--- src/rtl/mem_stage.sv ---
// ============================================================================
//  Module   : mem_stage
//  Purpose  : WISC pipeline memory stage. EX/MEM latch, multi-cycle data
//             memory handshake with timeout, and registered writeback bundle.
//  Revision : 1.0  initial release
// ============================================================================
`default_nettype none

module mem_stage #(
    parameter int MAX_WAIT = 15,
    parameter int CNT_W    = 4
) (
    input  logic        clk,
    input  logic        rst,
    input  logic        InValid,
    input  logic [15:0] AluResIn,
    input  logic [15:0] RtIn,
    input  logic        RegWriteIn,
    input  logic        DMemWriteIn,
    input  logic        DMemEnIn,
    input  logic        MemToRegIn,
    input  logic        DMemDumpIn,
    input  logic [2:0]  RdAddrIn,
    output logic        StallOut,
    output logic [15:0] MemAddr,
    output logic [15:0] MemDataIn,
    output logic        MemRd,
    output logic        MemWr,
    output logic        MemDump,
    input  logic        mem_done,
    input  logic [15:0] mem_data_out,
    output logic        WbValid,
    output logic [15:0] WbData,
    output logic        WbRegWrite,
    output logic [2:0]  WbRdAddr,
    output logic        Halt,
    output logic        Err
);

    localparam logic [1:0]       c_IDLE     = 2'd0;
    localparam logic [1:0]       c_WAIT     = 2'd1;
    localparam logic [1:0]       c_HALT     = 2'd2;
    localparam logic [1:0]       c_ERR      = 2'd3;
    localparam logic [CNT_W-1:0] c_CNT_LAST = CNT_W'(MAX_WAIT);

    logic [1:0]       state_q, state_d;
    logic [CNT_W-1:0] cnt_q, cnt_d;

    logic        valid_q, valid_d;
    logic [15:0] alu_res_q, alu_res_d;
    logic [15:0] rt_q, rt_d;
    logic        reg_write_q, reg_write_d;
    logic        dmem_write_q, dmem_write_d;
    logic        dmem_en_q, dmem_en_d;
    logic        mem_to_reg_q, mem_to_reg_d;
    logic        dmem_dump_q, dmem_dump_d;
    logic [2:0]  rd_addr_q, rd_addr_d;

    logic        wb_valid_q, wb_valid_d;
    logic [15:0] wb_data_q, wb_data_d;
    logic        wb_reg_write_q, wb_reg_write_d;
    logic [2:0]  wb_rd_addr_q, wb_rd_addr_d;

    logic        w_stall;
    logic        w_mem_rd;
    logic        w_mem_wr;
    logic        w_mem_dump;

    // State register and all pipeline flops
    always_ff @(posedge clk) begin
        if (rst) begin
            state_q        <= c_IDLE;
            cnt_q          <= '0;
            valid_q        <= 1'b0;
            alu_res_q      <= '0;
            rt_q           <= '0;
            reg_write_q    <= 1'b0;
            dmem_write_q   <= 1'b0;
            dmem_en_q      <= 1'b0;
            mem_to_reg_q   <= 1'b0;
            dmem_dump_q    <= 1'b0;
            rd_addr_q      <= '0;
            wb_valid_q     <= 1'b0;
            wb_data_q      <= '0;
            wb_reg_write_q <= 1'b0;
            wb_rd_addr_q   <= '0;
        end else begin
            state_q        <= state_d;
            cnt_q          <= cnt_d;
            valid_q        <= valid_d;
            alu_res_q      <= alu_res_d;
            rt_q           <= rt_d;
            reg_write_q    <= reg_write_d;
            dmem_write_q   <= dmem_write_d;
            dmem_en_q      <= dmem_en_d;
            mem_to_reg_q   <= mem_to_reg_d;
            dmem_dump_q    <= dmem_dump_d;
            rd_addr_q      <= rd_addr_d;
            wb_valid_q     <= wb_valid_d;
            wb_data_q      <= wb_data_d;
            wb_reg_write_q <= wb_reg_write_d;
            wb_rd_addr_q   <= wb_rd_addr_d;
        end
    end

    // Next-state logic; dump outranks a memory access in the same bundle
    always_comb begin
        state_d = state_q;
        cnt_d   = cnt_q;
        case (state_q)
            c_IDLE: begin
                if (valid_q) begin
                    if (dmem_dump_q) begin
                        state_d = c_HALT;
                    end else if (dmem_en_q) begin
                        if (alu_res_q[0]) begin
                            state_d = c_ERR;
                        end else begin
                            state_d = c_WAIT;
                            cnt_d   = '0;
                        end
                    end
                end
            end
            c_WAIT: begin
                if (mem_done) begin
                    state_d = c_IDLE;
                end else if (cnt_q == c_CNT_LAST) begin
                    state_d = c_ERR;
                end else begin
                    cnt_d = cnt_q + 1'b1;
                end
            end
            default: begin
                state_d = state_q;
            end
        endcase
    end

    // Output logic: strobes only from IDLE, so each is a single cycle
    always_comb begin
        w_stall    = 1'b1;
        w_mem_rd   = 1'b0;
        w_mem_wr   = 1'b0;
        w_mem_dump = 1'b0;
        if (state_q == c_IDLE) begin
            w_stall    = valid_q & (dmem_dump_q | dmem_en_q);
            w_mem_dump = valid_q & dmem_dump_q;
            w_mem_rd   = valid_q & ~dmem_dump_q & dmem_en_q & ~alu_res_q[0] & ~dmem_write_q;
            w_mem_wr   = valid_q & ~dmem_dump_q & dmem_en_q & ~alu_res_q[0] & dmem_write_q;
        end
    end

    // EX/MEM latch capture and writeback bundle
    always_comb begin
        valid_d        = valid_q;
        alu_res_d      = alu_res_q;
        rt_d           = rt_q;
        reg_write_d    = reg_write_q;
        dmem_write_d   = dmem_write_q;
        dmem_en_d      = dmem_en_q;
        mem_to_reg_d   = mem_to_reg_q;
        dmem_dump_d    = dmem_dump_q;
        rd_addr_d      = rd_addr_q;
        wb_valid_d     = 1'b0;
        wb_data_d      = wb_data_q;
        wb_reg_write_d = wb_reg_write_q;
        wb_rd_addr_d   = wb_rd_addr_q;

        if (!w_stall) begin
            valid_d        = InValid;
            alu_res_d      = AluResIn;
            rt_d           = RtIn;
            reg_write_d    = RegWriteIn;
            dmem_write_d   = DMemWriteIn;
            dmem_en_d      = DMemEnIn;
            mem_to_reg_d   = MemToRegIn;
            dmem_dump_d    = DMemDumpIn;
            rd_addr_d      = RdAddrIn;
            wb_valid_d     = valid_q;
            wb_data_d      = alu_res_q;
            wb_reg_write_d = reg_write_q;
            wb_rd_addr_d   = rd_addr_q;
        end else if (state_q == c_WAIT && mem_done) begin
            valid_d        = 1'b0;
            wb_valid_d     = 1'b1;
            wb_data_d      = mem_to_reg_q ? mem_data_out : alu_res_q;
            wb_reg_write_d = reg_write_q;
            wb_rd_addr_d   = rd_addr_q;
        end
    end

    assign StallOut   = w_stall;
    assign MemRd      = w_mem_rd;
    assign MemWr      = w_mem_wr;
    assign MemDump    = w_mem_dump;
    assign MemAddr    = alu_res_q;
    assign MemDataIn  = rt_q;
    assign WbValid    = wb_valid_q;
    assign WbData     = wb_data_q;
    assign WbRegWrite = wb_valid_q & wb_reg_write_q;
    assign WbRdAddr   = wb_rd_addr_q;
    assign Halt       = (state_q == c_HALT);
    assign Err        = (state_q == c_ERR);

endmodule

`default_nettype wire

--- config.mk ---
export PLATFORM = sky130hd
export DESIGN_NAME = mem_stage
export DESIGN_NICKNAME = d
export VERILOG_FILES = /design/src/rtl/mem_stage.sv
export SDC_FILE = /design/constraint.sdc
export NUM_CORES = 1
export LEC_CHECK = 0
export CAP_MARGIN = 20
export CORE_MARGIN = 2
export CORE_UTILIZATION = 30
export DETAILED_ROUTE_END_ITERATION = 16
export GPL_ROUTABILITY_DRIVEN = 0
export GPL_TIMING_DRIVEN = 0
export PLACE_DENSITY = 0.6
export SKIP_LAST_GASP = 1
export SLEW_MARGIN = 20
export SYNTH_ARGS = -nofsm -noshare
export SYNTH_HDL_FRONTEND = slang
export SYNTH_SLANG_ARGS = --single-unit
--- constraint.sdc ---
create_clock -name clk -period 2.5 [get_ports clk]
set_input_delay 0.625 -clock clk [delete_from_list [all_inputs] [get_ports clk]]
set_output_delay 0.625 -clock clk [all_outputs]
set_load 0.03 [all_outputs]
==> summary.txt, run 1 <==
Finish
  – Fill count: 868
  – Diodes inserted: 0
  – Area Overhead vs Synth: 58.7%
  – Final nets: 530
  – Share of cells above drive strength 1: 10.1%

Setup path
  – CP max stage cell: clkdlybuf4s50_1
  – Required @ worst endpoint: 1.88 ns
  – Critical path depth: 3
  – WS Path Type: reg2out
  – Crit. End Element: output pin
  – Crit-path cells: buf_2 -> and2_1 -> clkdlybuf4s50_1
  – Arrival time at the worst endpoint: 1.74 ns
  – Crit path launch type: register
  – CP delay by family, top: buffers and inverters
  – WP buf/inv: 2
  – Crit-path max cell delay: 0.66 ns
  – Worst-case reg-to-reg path depth: 6
  – Largest fanout on the critical path: 10

Clock tree
  – Clock-pin slew on the worst setup and hold paths: 0.07 ns
  – Root Buffer: clkbuf_8
  – Clock sink count: 68
  – Clock Latency Late Sink: 0.34 ns
  – Hold_buf cts: 0
  – CTS tree: built
  – H-tree Lvls: 3
  – Bufs on Longest Clock Path: 2
  – CTS buffer count: 9

Routing
  – First drt pass iteration count: 4
  – Met2 wire length: 3720 um
  – Antenna-violating nets left: 0
  – Top sig layer: met4
  – Initial drt markers: 116
  – M1 wire length: 3510 um
  – DR vias: 2744
  – Met3 wire length: 771 um
  – Drt drc: 0
  – Total length of routed wires: 8080 um
  – Vias/cell: 4.71
  – Routed len/inst: 13.9 um

Floorplan
  – Row Count: 34
  – IO Count: 119
  – Die area: 9830 um2
  – Core Area: 8760 um2
  – Die width: 99.2 um
  – Initial Util: 31.0%
  – Die Ht: 99.2 um

Timing
  – Worst hold margin: 0.455 ns
  – RSZ-0062 raised after global routing: no
  – Max Fclk: 422 MHz
  – Worst rel slew slack: 61.3%
  – Minimum clock period: 2.37 ns
  – Slew @ Worst Pin: 0.580 ns
  – Worst Skew: 0.0115 ns
  – Final Max Tran Viols: 0
  – Final period utilization: 94.7%
  – # setup viols final: 0
  – Fin. Hold Viols: 0
  – Final setup margin: 0.132 ns

Power and ir drop
  – Pwr dens: 720 nW/um2
  – Worst ir drop on vdd: 302 uV
  – Pleak: 1.76 nW

Min path
  – HP Class: reg2reg
  – Worst hold path stage count: 2

Synthesis
  – Mapped Cells: 337
  – Sequential share of the synthesized area: 50.1%
  – Async SR Flop Fraction: 0%
  – EDFF count, synth: 0
  – Ys Warns: 0
  – Top FF cell, synth: dfxtp_1
  – Yosys cell types: 43
  – Syn Nets: 398
  – Synthesized flop and latch total: 68
  – Avg Inst Size Synth: 8.06 um2
  – Synth Cell Area: 2720 um2

Place
  – Pre-CTS WS: -0.00517 ns
  – Dpl hpwl: 5940 um
  – Port Buf Inserts: 118

Global routing
  – Grt total ovfl: 0
  – First-pass GRT wire length: 13200 um
  – Initial antenna violation count: 0
  – Largest net degree at the start of global routing: 13
  – GRT Overall Usage: 16.8%
  – Vias in the first global route: 2673

Run status
  – Status: finished, final reports clean

Run
  – Max_cap viols: 0
-- per-layer routing --
metal	track usage, %	vias up
met4	4.21	0
met1	21.6	1245
li1	-	1396
met3	6.61	7
met2	26.5	96
met5	0	-
-- timing repair --
action,in CTS,in global routing
gates resized for setup,7,6
endpoints found under the setup margin,4,3
pin swaps,1,2
buffers inserted,1,2
-- through the flow --
step | setup TNS (ns) | cell area (um2) | instances | power [mW] | utilization [%]
after floorplan | 0 | 2720 | 337 | 1.67 | -
after global placement | 0 | 4030 | 563 | 2.01 | 46.0
after detailed placement | -0.00907 | 4030 | 563 | 2.02 | 46.0
after CTS | 0 | 4290 | 580 | 3.13 | 49.0
after global routing | 0 | 4310 | 582 | 3.26 | 49.2
final | 0 | 4310 | 582 | 3.10 | 49.2
-- where the power goes --
| group | leakage, nW | total (mW) | internal, mW | switching [mW] |
|---|---|---|---|---|
| Combinational | 1.07 | 0.742 | 0.334 | 0.408 |
| Sequential | 0.563 | 1.25 | 1.18 | 0.0652 |
| Clock | 0.122 | 1.11 | 0.690 | 0.424 |
| Total | 1.76 | 3.10 | 2.21 | 0.897 |
-- sequential cells by signal, indices dropped and copies added, names as in the netlist, 2 cells and up --
register / flops
MemDataIn: 16
cnt_q: 4
WbRdAddr: 3
rd_addr_q: 3
MemAddr: 16
state_q: 2
WbData: 16
-- tightest hold or removal path: stages (launching register included) --
cell and delay, ns:
dfxtp_1 0.31, nand2_1 0.05, a21oi_1 0.05
-- final timing paths --
kind / startpoint / end / slack, ns
min reg2reg: MemDataIn[13] / MemDataIn[13] / 0.45
max reg2reg: cnt_q[0] / cnt_q[2] / 0.70
min: MemDataIn[13] / MemDataIn[13] / 0.45
max: state_q[0] / Err / 0.13
-- cell usage after synthesis, types with 2 or more instances --
cell type | number | area [um2]
or3_1 | 2 | 12.5
a311oi_1 | 14 | 123
clkbuf_1 | 6 | 22.5
a31oi_1 | 3 | 18.8
nand2_1 | 109 | 409
buf_4 | 7 | 52.6
nand3_1 | 5 | 25.0
mux2i_1 | 4 | 40.0
nor2_1 | 25 | 93.8
o21ai_0 | 5 | 25.0
a21oi_1 | 44 | 220
buf_2 | 8 | 40.0
inv_1 | 5 | 18.8
and2_1 | 3 | 18.8
buf_6 | 2 | 22.5
dfxtp_1 | 68 | 1360
-- cells by family after synthesis --
| logic type | Yosys count | synth area share (%) |
|---|---|---|
| AO/OA/AOI/OAI | 77 | 17.9 |
| adder cells (fa/ha/maj) | 1 | 0.461 |
| buffers and inverters | 31 | 6.22 |
| flip-flops | 68 | 50.1 |
| multiplexers | 4 | 1.47 |
| AND/OR/NAND/NOR | 156 | 23.9 |
-- layout make-up --
class / count / area, um2 / share of cell area (%)
timing repair buffer: 121 / 1190 / 27.7
clock buffer: 10 / 138 / 3.19
clock inverter: 6 / 111 / 2.58
inverter: 6 / 22.5 / 0.522
sequential: 68 / 1370 / 31.7
tap: 108 / 135 / 3.13
buffer: 25 / 146 / 3.40
multi-input combinational: 238 / 1200 / 27.8
-- cells in the final DEF (no fill, tap or decap), types with 4 or more instances in the layout --
master and n:
o21ai_0 5, clkdlybuf4s50_1 114, buf_2 9, a311oi_1 14
nor2_1 25, inv_1 5, clkbuf_8 10, mux2i_1 4
nand2_1 109, dfxtp_1 65, a21oi_1 44, buf_4 10
clkbuf_1 6, nand3_1 5
Power figures use the tool's default switching activity.
==> run 2: changes to the inputs <==
--- a/config.mk
+++ b/config.mk
@@ -8,6 +8,7 @@
 export CAP_MARGIN = 20
 export CORE_MARGIN = 2
 export CORE_UTILIZATION = 30
+export CTS_CLUSTER_DIAMETER = 80
 export DETAILED_ROUTE_END_ITERATION = 16
 export GPL_ROUTABILITY_DRIVEN = 0
 export GPL_TIMING_DRIVEN = 0
==> results of run 2 <==
Same layout as run 1: the final DEF is identical, and so are final timing and power.
==> run 3: changes to the inputs <==
--- a/config.mk
+++ b/config.mk
@@ -6,13 +6,14 @@
 export NUM_CORES = 1
 export LEC_CHECK = 0
 export CAP_MARGIN = 20
-export CORE_MARGIN = 2
+export CORE_MARGIN = 10
 export CORE_UTILIZATION = 30
 export CTS_CLUSTER_DIAMETER = 80
 export DETAILED_ROUTE_END_ITERATION = 16
 export GPL_ROUTABILITY_DRIVEN = 0
 export GPL_TIMING_DRIVEN = 0
 export PLACE_DENSITY = 0.6
+export SKIP_CTS_REPAIR_TIMING = 1
 export SKIP_LAST_GASP = 1
 export SLEW_MARGIN = 20
 export SYNTH_ARGS = -nofsm -noshare
==> summary.txt, run 3 (same netlist as run 1, synthesis figures left out) <==
Finish
  – Post-Layout Cell Count: 580
  – Core Util, Final: 48.6%
  – Final nets: 528
  – Commonest non-fill, non-tap cell in the layout: clkdlybuf4s50_1
  – Share of cells above drive strength 1: 8.90%
  – Commonest non-fill, non-tap cells in the layout: clkdlybuf4s50_1 (114), nand2_1 (109), dfxtp_1 (68), a21oi_1 (44), nor2_1 (25)
  – Diodes inserted: 0
  – Area Overhead vs Synth: 56.8%

Floorplan
  – IO Count: 119
  – Die Ht: 115 um
  – Die area: 13300 um2
  – Initial Util: 31.0%
  – Row Count: 34
  – Core Area: 8760 um2
  – Die width: 115 um

Min path
  – Hold Path Sink: rd_addr_q[1]
  – Hold Path Origin: rd_addr_q[1]
  – Worst hold path stage count: 2
  – HP Class: reg2reg

Power and ir drop
  – Int Pwr: 2.03 mW
  – Seq pwr share: 42.2%
  – Comb power frac: 25.5%
  – Pleak: 1.78 nW
  – Sw Pwr: 0.910 mW
  – Clock Power Share: 32.3%
  – Sw Share: 30.9%
  – Pwr dens: 690 nW/um2
  – Worst ir drop on vdd: 359 uV
  – Total power: 2.94 mW

Timing
  – Max Fclk: 399 MHz
  – Setup TNS: -0.00779 ns
  – Final period utilization: 100%
  – Worst hold margin: 0.455 ns
  – Worst Skew: 0.0105 ns
  – Fin. Hold Viols: 0
  – RSZ-0062 raised after global routing: yes
  – Final setup margin: -0.00779 ns
  – # setup viols final: 1
  – Minimum clock period: 2.51 ns
  – Slew @ Worst Pin: 0.609 ns
  – Final Max Tran Viols: 0
  – Worst rel slew slack: 59.4%

Clock tree
  – CTS buffer count: 9
  – Clock-pin slew on the worst setup and hold paths: 0.07 ns
  – Bufs on Longest Clock Path: 2
  – H-tree Lvls: 3
  – CTS tree: built
  – Clock Latency Late Sink: 0.33 ns
  – Root Buffer: clkbuf_8
  – Clock sink count: 68

Run status
  – Status: finished, violations left
  – Failing checks: negative setup slack

Routing
  – Drt drc: 0
  – Initial drt markers: 112
  – Vias/cell: 4.68
  – Total length of routed wires: 9000 um
  – Antenna-violating nets left: 0
  – First drt pass iteration count: 6
  – Routed len/inst: 15.5 um
  – DR vias: 2716

Global routing
  – First-pass GRT wire length: 14400 um
  – GRT Overall Usage: 13.6%
  – Initial antenna violation count: 0
  – Vias in the first global route: 2746
  – Largest net degree at the start of global routing: 13
  – Grt total ovfl: 0

Place
  – Dpl cells: 563
  – Dpl hpwl: 6910 um
  – Port Buf Inserts: 118

Setup path
  – Crit. End Element: output pin
  – Largest fanout on the critical path: 10
  – WS Path Type: reg2out
  – CP delay by family, top: buffers and inverters
  – Reg-to-Reg End: cnt_q[2]
  – WP buf/inv: 5
  – Worst-case reg-to-reg path depth: 6
  – Arrival time at the worst endpoint: 1.88 ns
  – Critical path depth: 7
  – Required @ worst endpoint: 1.88 ns
  – Crit-path max cell delay: 0.31 ns
  – CP max stage cell: dfxtp_1
  – FF-to-FF Start: cnt_q[0]
  – Most used cell, CP: buf_2
  – Worst reg-to-reg setup slack: 0.69 ns
  – Crit-path cells: buf_6 -> nor2_2 -> and2_1 -> buf_2 -> inv_2 -> buf_2 -> dlymetal6s2s_1
  – Crit path launch type: register

Run
  – Max_cap viols: 0
run 3: changes by cell type in the layout (fill, tap and decap cells not counted), sizes merged, moves of 2 or more:
cell,delta
dlymetal6s2s,+4
buf,-3
dlygate4sd2,-3
bufinv,-2
run 3: worst max-delay path by stage:
stage                           from        to
after detailed placement  state_q[1]     MemRd
final                     state_q[1]  StallOut
after global placement    state_q[1]     MemRd
after floorplan           state_q[1]     MemRd
after CTS                 state_q[1]     MemRd
after global routing      state_q[1]  StallOut
run 3: worst min-delay path, cell delays in order (launching register included):
cell	delay, ns
dfxtp_1	0.31
nand2_1	0.05
a21oi_1	0.05
run 3: routing by layer:
layer	wire length, um	part of all wire, %	track usage (%)
met1	3810	42	15.5
met2	4240	47	22.0
met3	914	10	7.29
met4	29	0.32	2.72
met5	0	0	0
run 3: final cells by class:
| cell class | instances | area, um2 |
|---|---|---|
| Tap cell | 108 | 135 |
| Timing Repair Buffer | 119 | 1200 |
| Multi-Input combinational cell | 238 | 1190 |
| Clock inverter | 5 | 58.8 |
| Sequential cell | 68 | 1360 |
| Clock buffer | 11 | 151 |
| Buffer | 25 | 146 |
| Inverter | 6 | 22.5 |
| Fill cell | 874 | 4500 |
run 3: power groups by stage:
stage	Clock (mW)	Combinational (mW)	Sequential, mW
final	0.950	0.749	1.24
after global routing	1.03	0.811	1.26
after CTS	0.975	0.759	1.24
after detailed placement	0	0.756	1.27
after global placement	0	0.753	1.26
after floorplan	0	0.248	1.42
run 3: per-stage QoR:
| step | instance area [um2] | setup slack (ns) |
|---|---|---|
| 2_1_floorplan | 2720 | 0.573 |
| 3_3_place_gp | 4030 | -0.0370 |
| 3_5_place_dp | 4030 | -0.0321 |
| 4_1_cts | 4240 | -0.407 |
| 5_1_grt | 4260 | -0.163 |
| 6_report | 4260 | -0.00779 |
